File: src/rtl/rgb_csc_writer_pkg.sv
// Shared definitions for the RGB colour-space-conversion writer.
// - csc_state_type : writer FSM states
// - CSC_K_*        : 16.16 fixed-point YUV->RGB coefficients
// - CSC_RGB_BASE / CSC_NUM_PIXELS : RGB segment base and frame size
// - csc_clip8      : saturate a 16.16 sum to an 8-bit channel
package rgb_csc_writer_pkg;

  typedef enum logic [1:0] {
    S_CSC_IDLE,
    S_CSC_RUN,
    S_CSC_DONE
  } csc_state_type;

  localparam int signed CSC_K_Y  = 76284;
  localparam int signed CSC_K_RV = 104595;
  localparam int signed CSC_K_GU = 25624;
  localparam int signed CSC_K_GV = 53281;
  localparam int signed CSC_K_BU = 132251;

  localparam logic [17:0] CSC_RGB_BASE   = 18'd146944;
  localparam int          CSC_NUM_PIXELS = 76800;

  // Negative -> 0, integer part above 255 -> 255, else truncate the fraction.
  function automatic logic [7:0] csc_clip8(input logic signed [31:0] sum);
    if (sum < 0) return 8'd0;
    if ((sum >>> 16) > 32'sd255) return 8'hFF;
    return sum[23:16];
  endfunction

endpackage

File: src/rtl/rgb_csc_writer_csc_pipe.sv
// csc_pipe: 3-stage YUV->RGB datapath.
// - advance          : all stages shift (bubbles included) when high
// - in_valid, in_y/u/v : pixel entering S1
// - s3_valid, s3_r/g/b : clipped RGB of the pixel sitting in S3
module rgb_csc_writer_csc_pipe
  import rgb_csc_writer_pkg::*;
(
  input  logic       clock,
  input  logic       resetn,
  input  logic       advance,
  input  logic       in_valid,
  input  logic [7:0] in_y,
  input  logic [7:0] in_u,
  input  logic [7:0] in_v,
  output logic       s3_valid,
  output logic [7:0] s3_r,
  output logic [7:0] s3_g,
  output logic [7:0] s3_b
);

  localparam int STAGES = 3;

  logic [STAGES:1]    vld_pipe_q, vld_pipe_d;
  logic signed [8:0]  s1_y_q, s1_u_q, s1_v_q, s1_y_d, s1_u_d, s1_v_d;
  logic signed [31:0] s2_r_q, s2_g_q, s2_b_q, s2_r_d, s2_g_d, s2_b_d;
  logic [7:0]         s3_r_q, s3_g_q, s3_b_q, s3_r_d, s3_g_d, s3_b_d;
  logic signed [31:0] y_w, u_w, v_w;

  always_comb begin
    vld_pipe_d = {vld_pipe_q[STAGES-1:1], in_valid};
    // Offsets remove the video black level / chroma midpoint.
    s1_y_d = $signed({1'b0, in_y}) - 9'sd16;
    s1_u_d = $signed({1'b0, in_u}) - 9'sd128;
    s1_v_d = $signed({1'b0, in_v}) - 9'sd128;
    y_w    = 32'(s1_y_q);
    u_w    = 32'(s1_u_q);
    v_w    = 32'(s1_v_q);
    s2_r_d = CSC_K_Y * y_w + CSC_K_RV * v_w;
    s2_g_d = CSC_K_Y * y_w - CSC_K_GU * u_w - CSC_K_GV * v_w;
    s2_b_d = CSC_K_Y * y_w + CSC_K_BU * u_w;
    s3_r_d = csc_clip8(s2_r_q);
    s3_g_d = csc_clip8(s2_g_q);
    s3_b_d = csc_clip8(s2_b_q);
  end

  always_ff @(posedge clock or negedge resetn) begin
    if (!resetn) begin
      vld_pipe_q <= '0;
      s1_y_q <= '0; s1_u_q <= '0; s1_v_q <= '0;
      s2_r_q <= '0; s2_g_q <= '0; s2_b_q <= '0;
      s3_r_q <= '0; s3_g_q <= '0; s3_b_q <= '0;
    end else if (advance) begin
      vld_pipe_q <= vld_pipe_d;
      s1_y_q <= s1_y_d; s1_u_q <= s1_u_d; s1_v_q <= s1_v_d;
      s2_r_q <= s2_r_d; s2_g_q <= s2_g_d; s2_b_q <= s2_b_d;
      s3_r_q <= s3_r_d; s3_g_q <= s3_g_d; s3_b_q <= s3_b_d;
    end
  end

  assign s3_valid = vld_pipe_q[STAGES];
  assign s3_r     = s3_r_q;
  assign s3_g     = s3_g_q;
  assign s3_b     = s3_b_q;

endmodule

File: src/rtl/rgb_csc_writer.sv
// rgb_csc_writer: converts a YUV pixel stream to RGB, packs pixel pairs into
// three 16-bit words ({R0,G0},{B0,R1},{G1,B1}) and writes them to the SRAM
// RGB segment starting at BASE_ADDR.
// - clock, resetn        : system clock, async active-low reset
// - start / done         : rising edge starts a frame / 1-cycle completion pulse
// - pix_valid/pix_ready, pix_y/u/v : pixel input handshake
// - SRAM_address / SRAM_write_data / SRAM_we_n : registered SRAM write port
module rgb_csc_writer
  import rgb_csc_writer_pkg::*;
#(
  parameter logic [17:0] BASE_ADDR  = CSC_RGB_BASE,
  parameter int          NUM_PIXELS = CSC_NUM_PIXELS
) (
  input  logic        clock,
  input  logic        resetn,
  input  logic        start,
  output logic        done,
  input  logic        pix_valid,
  output logic        pix_ready,
  input  logic [7:0]  pix_y,
  input  logic [7:0]  pix_u,
  input  logic [7:0]  pix_v,
  output logic [17:0] SRAM_address,
  output logic [15:0] SRAM_write_data,
  output logic        SRAM_we_n
);

  localparam logic [17:0] NPIX   = 18'(NUM_PIXELS);
  localparam logic [17:0] NWORDS = 18'(3 * NUM_PIXELS / 2);

  csc_state_type state_q, state_d;
  logic        start_q;
  logic        done_q, done_d;
  logic [17:0] pix_cnt_q, pix_cnt_d;
  logic [17:0] word_cnt_q, word_cnt_d;
  logic [1:0]  phase_q, phase_d;
  logic [7:0]  b0_q, b0_d, g1_q, g1_d, b1_q, b1_d;
  logic [17:0] addr_q, addr_d;
  logic [15:0] wdata_q, wdata_d;
  logic        we_n_q, we_n_d;

  logic        s3_valid;
  logic [7:0]  s3_r, s3_g, s3_b;
  logic        pack_take, pack_wr, advance, accept, start_edge;
  logic [15:0] pack_word;

  assign start_edge = start & ~start_q & (state_q == S_CSC_IDLE);
  assign advance    = ~s3_valid | pack_take;
  assign pix_ready  = advance & (pix_cnt_q < NPIX) & (state_q == S_CSC_RUN);
  assign accept     = pix_valid & pix_ready;

  rgb_csc_writer_csc_pipe u_csc_pipe (
    .clock    (clock),
    .resetn   (resetn),
    .advance  (advance),
    .in_valid (accept),
    .in_y     (pix_y),
    .in_u     (pix_u),
    .in_v     (pix_v),
    .s3_valid (s3_valid),
    .s3_r     (s3_r),
    .s3_g     (s3_g),
    .s3_b     (s3_b)
  );

  // Packer: phases 0/1 consume a pixel each, phase 2 flushes the saved G1/B1.
  always_comb begin
    phase_d   = phase_q;
    b0_d      = b0_q;
    g1_d      = g1_q;
    b1_d      = b1_q;
    pack_take = 1'b0;
    pack_wr   = 1'b0;
    pack_word = '0;
    if (start_edge) begin
      phase_d = 2'd0;
    end else if (state_q == S_CSC_RUN) begin
      unique case (phase_q)
        2'd0: if (s3_valid) begin
          pack_wr = 1'b1; pack_take = 1'b1;
          pack_word = {s3_r, s3_g};
          b0_d = s3_b; phase_d = 2'd1;
        end
        2'd1: if (s3_valid) begin
          pack_wr = 1'b1; pack_take = 1'b1;
          pack_word = {b0_q, s3_r};
          g1_d = s3_g; b1_d = s3_b; phase_d = 2'd2;
        end
        default: begin
          pack_wr = 1'b1;
          pack_word = {g1_q, b1_q};
          phase_d = 2'd0;
        end
      endcase
    end
  end

  always_comb begin
    state_d    = state_q;
    done_d     = 1'b0;
    pix_cnt_d  = pix_cnt_q;
    word_cnt_d = word_cnt_q;
    addr_d     = addr_q;
    wdata_d    = wdata_q;
    we_n_d     = 1'b1;
    unique case (state_q)
      S_CSC_IDLE: if (start_edge) begin
        state_d    = S_CSC_RUN;
        pix_cnt_d  = '0;
        word_cnt_d = '0;
        addr_d     = BASE_ADDR;
      end
      S_CSC_RUN: begin
        if (accept) pix_cnt_d = pix_cnt_q + 18'd1;
        if (pack_wr) begin
          // Address is captured pre-increment, so the last word lands on
          // BASE_ADDR + NWORDS - 1 and the address never advances past it.
          we_n_d     = 1'b0;
          addr_d     = BASE_ADDR + word_cnt_q;
          wdata_d    = pack_word;
          word_cnt_d = word_cnt_q + 18'd1;
          if (word_cnt_q + 18'd1 == NWORDS) state_d = S_CSC_DONE;
        end
      end
      default: begin
        done_d  = 1'b1;
        state_d = S_CSC_IDLE;
      end
    endcase
  end

  always_ff @(posedge clock or negedge resetn) begin
    if (!resetn) begin
      state_q    <= S_CSC_IDLE;
      start_q    <= 1'b0;
      done_q     <= 1'b0;
      pix_cnt_q  <= '0;
      word_cnt_q <= '0;
      phase_q    <= 2'd0;
      b0_q       <= '0;
      g1_q       <= '0;
      b1_q       <= '0;
      addr_q     <= BASE_ADDR;
      wdata_q    <= '0;
      we_n_q     <= 1'b1;
    end else begin
      state_q    <= state_d;
      start_q    <= start;
      done_q     <= done_d;
      pix_cnt_q  <= pix_cnt_d;
      word_cnt_q <= word_cnt_d;
      phase_q    <= phase_d;
      b0_q       <= b0_d;
      g1_q       <= g1_d;
      b1_q       <= b1_d;
      addr_q     <= addr_d;
      wdata_q    <= wdata_d;
      we_n_q     <= we_n_d;
    end
  end

  assign done            = done_q;
  assign SRAM_address    = addr_q;
  assign SRAM_write_data = wdata_q;
  assign SRAM_we_n       = we_n_q;

endmodule

File: config.mk
export PLATFORM = sky130hd
export DESIGN_NAME = rgb_csc_writer
export DESIGN_NICKNAME = d
export VERILOG_FILES = /design/src/rtl/rgb_csc_writer_pkg.sv /design/src/rtl/rgb_csc_writer_csc_pipe.sv /design/src/rtl/rgb_csc_writer.sv
export SDC_FILE = /design/constraint.sdc
export NUM_CORES = 1
export LEC_CHECK = 0
export ABC_AREA = 0
export BUFFER_PORTS_ARGS = -buffer_cell sky130_fd_sc_hd__buf_2
export CAP_MARGIN = 20
export CORE_MARGIN = 4
export CORE_UTILIZATION = 45
export CTS_BUF_LIST = sky130_fd_sc_hd__clkbuf_4 sky130_fd_sc_hd__clkbuf_8 sky130_fd_sc_hd__clkbuf_16
export DETAILED_ROUTE_END_ITERATION = 16
export REMOVE_ABC_BUFFERS = 1
export SETUP_SLACK_MARGIN = 0.05
export SLEW_MARGIN = 20
export SYNTH_ARGS = -nofsm -noshare
export SYNTH_HDL_FRONTEND = slang
export SYNTH_HIERARCHICAL = 1
export SYNTH_SLANG_ARGS = --single-unit
File: constraint.sdc
create_clock -name clock -period 21.3 [get_ports clock]
set_input_delay 3.195 -clock clock [delete_from_list [all_inputs] [get_ports clock]]
set_output_delay 3.195 -clock clock [all_outputs]
set_load 0.01 [all_outputs]
Yosys cells after proc, flatten, opt, wreduce, memory -nomap -nowiden
Cells that the tools add are included.
W data, S select, Z words.
{"block": "classes", "addsub": 10, "mul": 5, "div": 0, "order_cmp": 7, "n_eq_ne": 9, "shift": 0, "mux": 52, "bitwise": 9, "reduce_logical": 13}
{"operator": "$pmux W18 S2", "count": 3}
{"operator": "$lt A32 B1 Y1 const B", "count": 3}
{"operator": "$mux W8", "count": 12}
{"operator": "$mux W18", "count": 5}
{"operator": "$add A32 B32 Y32", "count": 2}
{"operator": "$sub A32 B32 Y32", "count": 2}
{"operator": "$gt A16 B9 Y1 const B", "count": 3}
{"operator": "$mux W16", "count": 3}
{"operator": "$add A18 B1 Y18 const B", "count": 2}
{"operator": "$pmux W16 S2", "count": 1}
{"operator": "$mul A19 B9 Y28 const A", "count": 1}
{"operator": "$mul A18 B9 Y27 const A", "count": 1}
{"operator": "$mul A17 B9 Y26 const A", "count": 1}
{"operator": "$mul A16 B9 Y25 const A", "count": 1}
{"operator": "$mul A13 B9 Y22 const A", "count": 1}
{"operator": "$mux W1", "count": 19}
{"operator": "$add A18 B18 Y18 const A", "count": 1}
{"operator": "$eq A18 B17 Y1 const B", "count": 1}
{"operator": "$lt A18 B17 Y1 const B", "count": 1}
{"operator": "$sub A8 B8 Y9 const B", "count": 2}
{"operator": "$mux W2", "count": 7}
{"operator": "$reduce_and A3 Y1", "count": 4}
{"operator": "$sub A8 B5 Y9 const B", "count": 1}
{"operator": "$pmux W2 S2", "count": 2}
{"operator": "12 further kinds", "count": 26}
{"block": "word_totals", "regBits": 251, "latch_bits": 0, "ramBits": 0, "romBits": 0, "inputBits": 28, "out_inout_bits": 37, "word_cells": 127, "memories": 0}

Logic depth before layout (Yosys ltp)
{"block": "logic_depth", "ltp_word": 11, "ltp_mapped": 34, "mapped_depth_nobuf": 33}

By module
Netlist, hierarchy kept.
{"module": "rgb_csc_writer_csc_pipe", "instances": 1, "cells_each": 1736, "area_each_um2": 16515.8, "seq_area_each_um2": 2252.2}
{"module": "rgb_csc_writer", "instances": 1, "cells_each": 490, "area_each_um2": 4854.7, "seq_area_each_um2": 2536.2}

Least setup slack after synthesis
No wires, ideal clock.
{"block": "synth_path", "kind": "flip-flop to flip-flop", "from": "register u_csc_pipe.s1_y_q[0]", "to": "register u_csc_pipe.s2_g_q[28]", "setup_time_ns": 0.125, "t_arrival_ns": 7.927, "required_ns": 21.175, "path_slack_ns": 13.248, "stages_incl_launch_ff": 32, "path_buffers": 0, "period_less_slack_ns": 8.052, "path_cell_list": "dfrtp_1 -> fa_1 -> inv_1 -> fa_1 -> inv_1 -> ha_1 -> inv_1 -> fa_1 -> inv_1 -> ha_1 -> ha_1 -> inv_1 -> fa_1 -> nor2b_1 -> o21ai_0 -> a21bo_2 -> a21oi_1 -> xor2_1 -> fa_1 -> inv_1 -> ha_1 -> fa_1 -> fa_1 -> inv_1 -> ha_1 -> o211ai_1 -> nor2_1 -> a221oi_1 -> nand2_1 -> a2111oi_2 -> xnor2_1 -> mux2_2"}
{"block": "synth_via", "elab_chain_len": 3}
{"element": "start: declaration", "line_no": "rgb_csc_writer_csc_pipe.sv:24", "text": "logic signed [8:0] s1_y_q, s1_u_q, s1_v_q, s1_y_d, s1_u_d, s1_v_d;"}
{"element": "start signal: assignment", "line_no": "rgb_csc_writer_csc_pipe.sv:54", "text": "s1_y_q <= s1_y_d; s1_u_q <= s1_u_d; s1_v_q <= s1_v_d;"}
{"element": "$mul A16 B9 Y25", "line_no": "rgb_csc_writer_csc_pipe.sv:39", "text": "s2_g_d = CSC_K_Y * y_w - CSC_K_GU * u_w - CSC_K_GV * v_w;"}
{"element": "$sub A32 B32 Y32 (2 in a row)", "line_no": "rgb_csc_writer_csc_pipe.sv:39"}
{"element": "end signal: assignment", "line_no": "rgb_csc_writer_csc_pipe.sv:50", "text": "s2_r_q <= '0; s2_g_q <= '0; s2_b_q <= '0;"}
{"element": "end signal: assignment", "line_no": "rgb_csc_writer_csc_pipe.sv:55", "text": "s2_r_q <= s2_r_d; s2_g_q <= s2_g_d; s2_b_q <= s2_b_d;"}
{"element": "end: declaration", "line_no": "rgb_csc_writer_csc_pipe.sv:25", "text": "logic signed [31:0] s2_r_q, s2_g_q, s2_b_q, s2_r_d, s2_g_d, s2_b_d;"}
No other way between the ends.
A chain may end at the register's enable or synchronous reset.

Final worst setup path
Same ends and word-level chain as after synthesis.

==> results.json <==
{
  "status": "completed",
  "rsz0062_at_grt": "false",
  "fmax_mhz": 110.3,
  "slew_headroom_pct": 38.47,
  "setup_tns_ps": 0,
  "io_buffers": 64,
  "slew_violations": 0,
  "clk_latency_ps": 480,
  "cts.sinks": 191,
  "synth_edf_count": 0,
  "worst_pin_slew_ps": 922.9,
  "drc": 0,
  "die_y_um": 225.9,
  "hold_class": "flop to flop",
  "firstDrtPassIters": 5,
  "pin_count": 65,
  "avgSynthCellArea_um2": 9.600,
  "worstSetupPathType": "flop to flop",
  "synthCells": 2226,
  "cts_buffer_depth": 2,
  "grt_overflow_total": 0,
  "final_layout_size_suffix_gt1_share_pct": 9.019,
  "period_needed_ps": 9067,
  "ys_warn_count": 6,
  "fin_skew_ps": 28.96,
  "synth_flop_cell": "dfrtp_1",
  "grt_pass1_vias": 16140,
  "grt_max_degree": 68,
  "synth_commonest_cells": "ha_1, inv_1, dfrtp_1, fa_1, nor2_1",
  "core_area_um2": 46750,
  "fillCellCount": 4364,
  "hpwl_um": 42120,
  "cp-end-kind": "flop",
  "antenna_found_initial": 0,
  "critPathMaxStageDelay_ps": 670,
  "gp_congestion": 0.9353,
  "period_share_pct": 42.57,
  "vias": 15740,
  "crit_slowest_cell": "fa_1",
  "synth_top_area_share_pct": 24.06,
  "yosysUniqueCellTypes": 84,
  "synth-seq-cells": 191,
  "cts-htree-levels": 4,
  "critPathArrivalTime_ps": 9440,
  "ys_seq_area_share_pct": 22.41,
  "dieArea_um2": 51040,
  "yosysMostFrequentCell": "ha_1",
  "worstPathMaxFanout": 8,
  "drt_iter0_drc": 952,
  "yosys-top-cells-area": "ha_1, dfrtp_1, fa_1",
  "setup_violations": 0,
  "cts_buffers": 17,
  "cts_hold_buf": 0,
  "start_util_pct": 45.71,
  "drv_cap": 0,
  "clk_pin_slew_ps": 90,
  "synthArstFlopShare_pct": 100.0,
  "cp.required_ps": 21670,
  "layout.nets": 2868,
  "syn_area_um2": 21370,
  "post_cts_buffers": 0,
  "track_usage_pct": 20.91,
  "wl_per_cell_um": 17.89,
  "cts_resized": 0,
  "die_w_um": 225.9,
  "std_cell_rows": 79,
  "area_growth_pct": 7.400,
  "grt_first_pass_wirelength_um": 84950,
  "cts_tree": "built",
  "yosys.area.top_type": "ha_1",
  "wirelength_um": 51540,
  "cp-start-kind": "flop",
  "finalHoldViolations": 0,
  "ant_nets": 0,
  "clockRootBuffer": "clkbuf_16",
  "detail_route.vias_per_cell": 5.462
}
-- stage by stage --
| stage | instances | utilization, % | setup slack, ps | hold WS, ps | area (um2) |
|---|---|---|---|---|---|
| 4_1_cts | 2880 | 49.09 | 12200 | 482.3 | 22950 |
| 2_1_floorplan | 2166 | - | 11150 | 421.6 | 21140 |
| 3_5_place_dp | 2849 | 47.80 | 12230 | 467.0 | 22350 |
| 6_report | 2881 | 49.09 | 12230 | 471.9 | 22950 |
| 5_1_grt | 2880 | 49.09 | 11730 | 498.4 | 22950 |
| 3_3_place_gp | 2849 | 47.77 | 12400 | 459.3 | 22340 |
-- layout by cell type (no fill, tap or decap), types with 7 or more instances in the layout --
cell type  instances
and3_1            14
mux2_2            56
nand3_1           29
o21a_1            12
nand4_1           20
nor4_1             7
nand2_1          144
dfstp_2            7
fa_1             168
a21o_1            33
o22ai_1            7
a21oi_1          101
a211oi_1          13
a22o_1             9
ha_1             411
buf_4             12
dfrtp_1          184
and2_1            11
mux2i_1           16
clkbuf_16         17
nand2b_1          19
or2_2              7
o211ai_1           9
nor3_1            20
o21ai_0           78
a221oi_1          12
buf_2             63
a31oi_1           24
xor2_1            42
xnor2_1           49
o31ai_1           37
inv_1            352
nand3b_1           7
nor2_1           160
-- metal layers --
metal | up-vias | track usage (%) | wire length, um
met5 | - | 0 | 0
met4 | 0 | 6.540 | 1220
met3 | 67 | 2.535 | 1935
met2 | 305 | 35.42 | 24860
met1 | 7700 | 28.11 | 23530
li1 | 7664 | - | -
-- critical path, delay by kind of cell (launching register included) --
| family | cells | cell delay, ps |
|---|---|---|
| AOI/OAI and AO/OA | 7 | 1780 |
| xor gates and xnor gates | 2 | 660 |
| adders and majority gates | 12 | 4950 |
| buffers and inverters | 7 | 410 |
| DFF | 1 | 560 |
| muxes | 1 | 270 |
| and+or+nand+nor | 2 | 290 |
-- cells by family after synthesis --
group	share of synthesized area, %
AO/OA/AOI/OAI	12.32
flip-flops	22.41
buffers and inverters	7.336
XOR/XNOR	3.729
AND/OR/NAND/NOR	10.71
adder cells (fa/ha/maj)	39.80
multiplexers	3.700
-- path summary, 6_finish.rpt --
path | to | cells past startpoint | slack, ps | from
max | u_csc_pipe/s2_g_q[28] | 31 | 12230 | u_csc_pipe/s1_y_q[0]
min | SRAM_address[16] | 2 | 470 | SRAM_address[16]
max reg2reg | u_csc_pipe/s2_g_q[28] | 31 | 12230 | u_csc_pipe/s1_y_q[0]
min reg2reg | SRAM_address[16] | 2 | 470 | SRAM_address[16]
max in group asynchronous | u_csc_pipe/s1_y_q[1] | 3 | 16470 | resetn
min in group asynchronous | pix_cnt_q[8] | 1 | 2720 | resetn
-- sequential cells by signal (all words and copies together) (netlist names), 3 cells and up --
name	flops
u_csc_pipe/s2_r_q	12
b1_q	8
word_cnt_q	18
u_csc_pipe/s1_u_q	8
pix_cnt_q	18
SRAM_address	18
u_csc_pipe/vld_pipe_q	3
g1_q	8
u_csc_pipe/s1_v_q	8
u_csc_pipe/s3_b	8
u_csc_pipe/s3_r	8
u_csc_pipe/s2_b_q	13
u_csc_pipe/s2_g_q	13
u_csc_pipe/s3_g	8
u_csc_pipe/s1_y_q	9
SRAM_write_data	16
b0_q	8
-- area by class of cell --
cell class | count | area, um2 | area share [%]
Timing Repair Buffer | 76 | 419.2 | 1.826
Inverter | 355 | 1333 | 5.806
Antenna cell | 1 | 2.502 | 0.01090
Sequential cell | 191 | 4788 | 20.86
Clock inverter | 13 | 170.2 | 0.7414
Tap cell | 607 | 759.5 | 3.309
Multi-Input combinational cell | 1620 | 15050 | 65.56
Clock buffer | 18 | 432.9 | 1.886
Power is left out: the tool's default activity adds up to more than one toggle a clock period on the data nets, which glitch-free logic cannot reach.
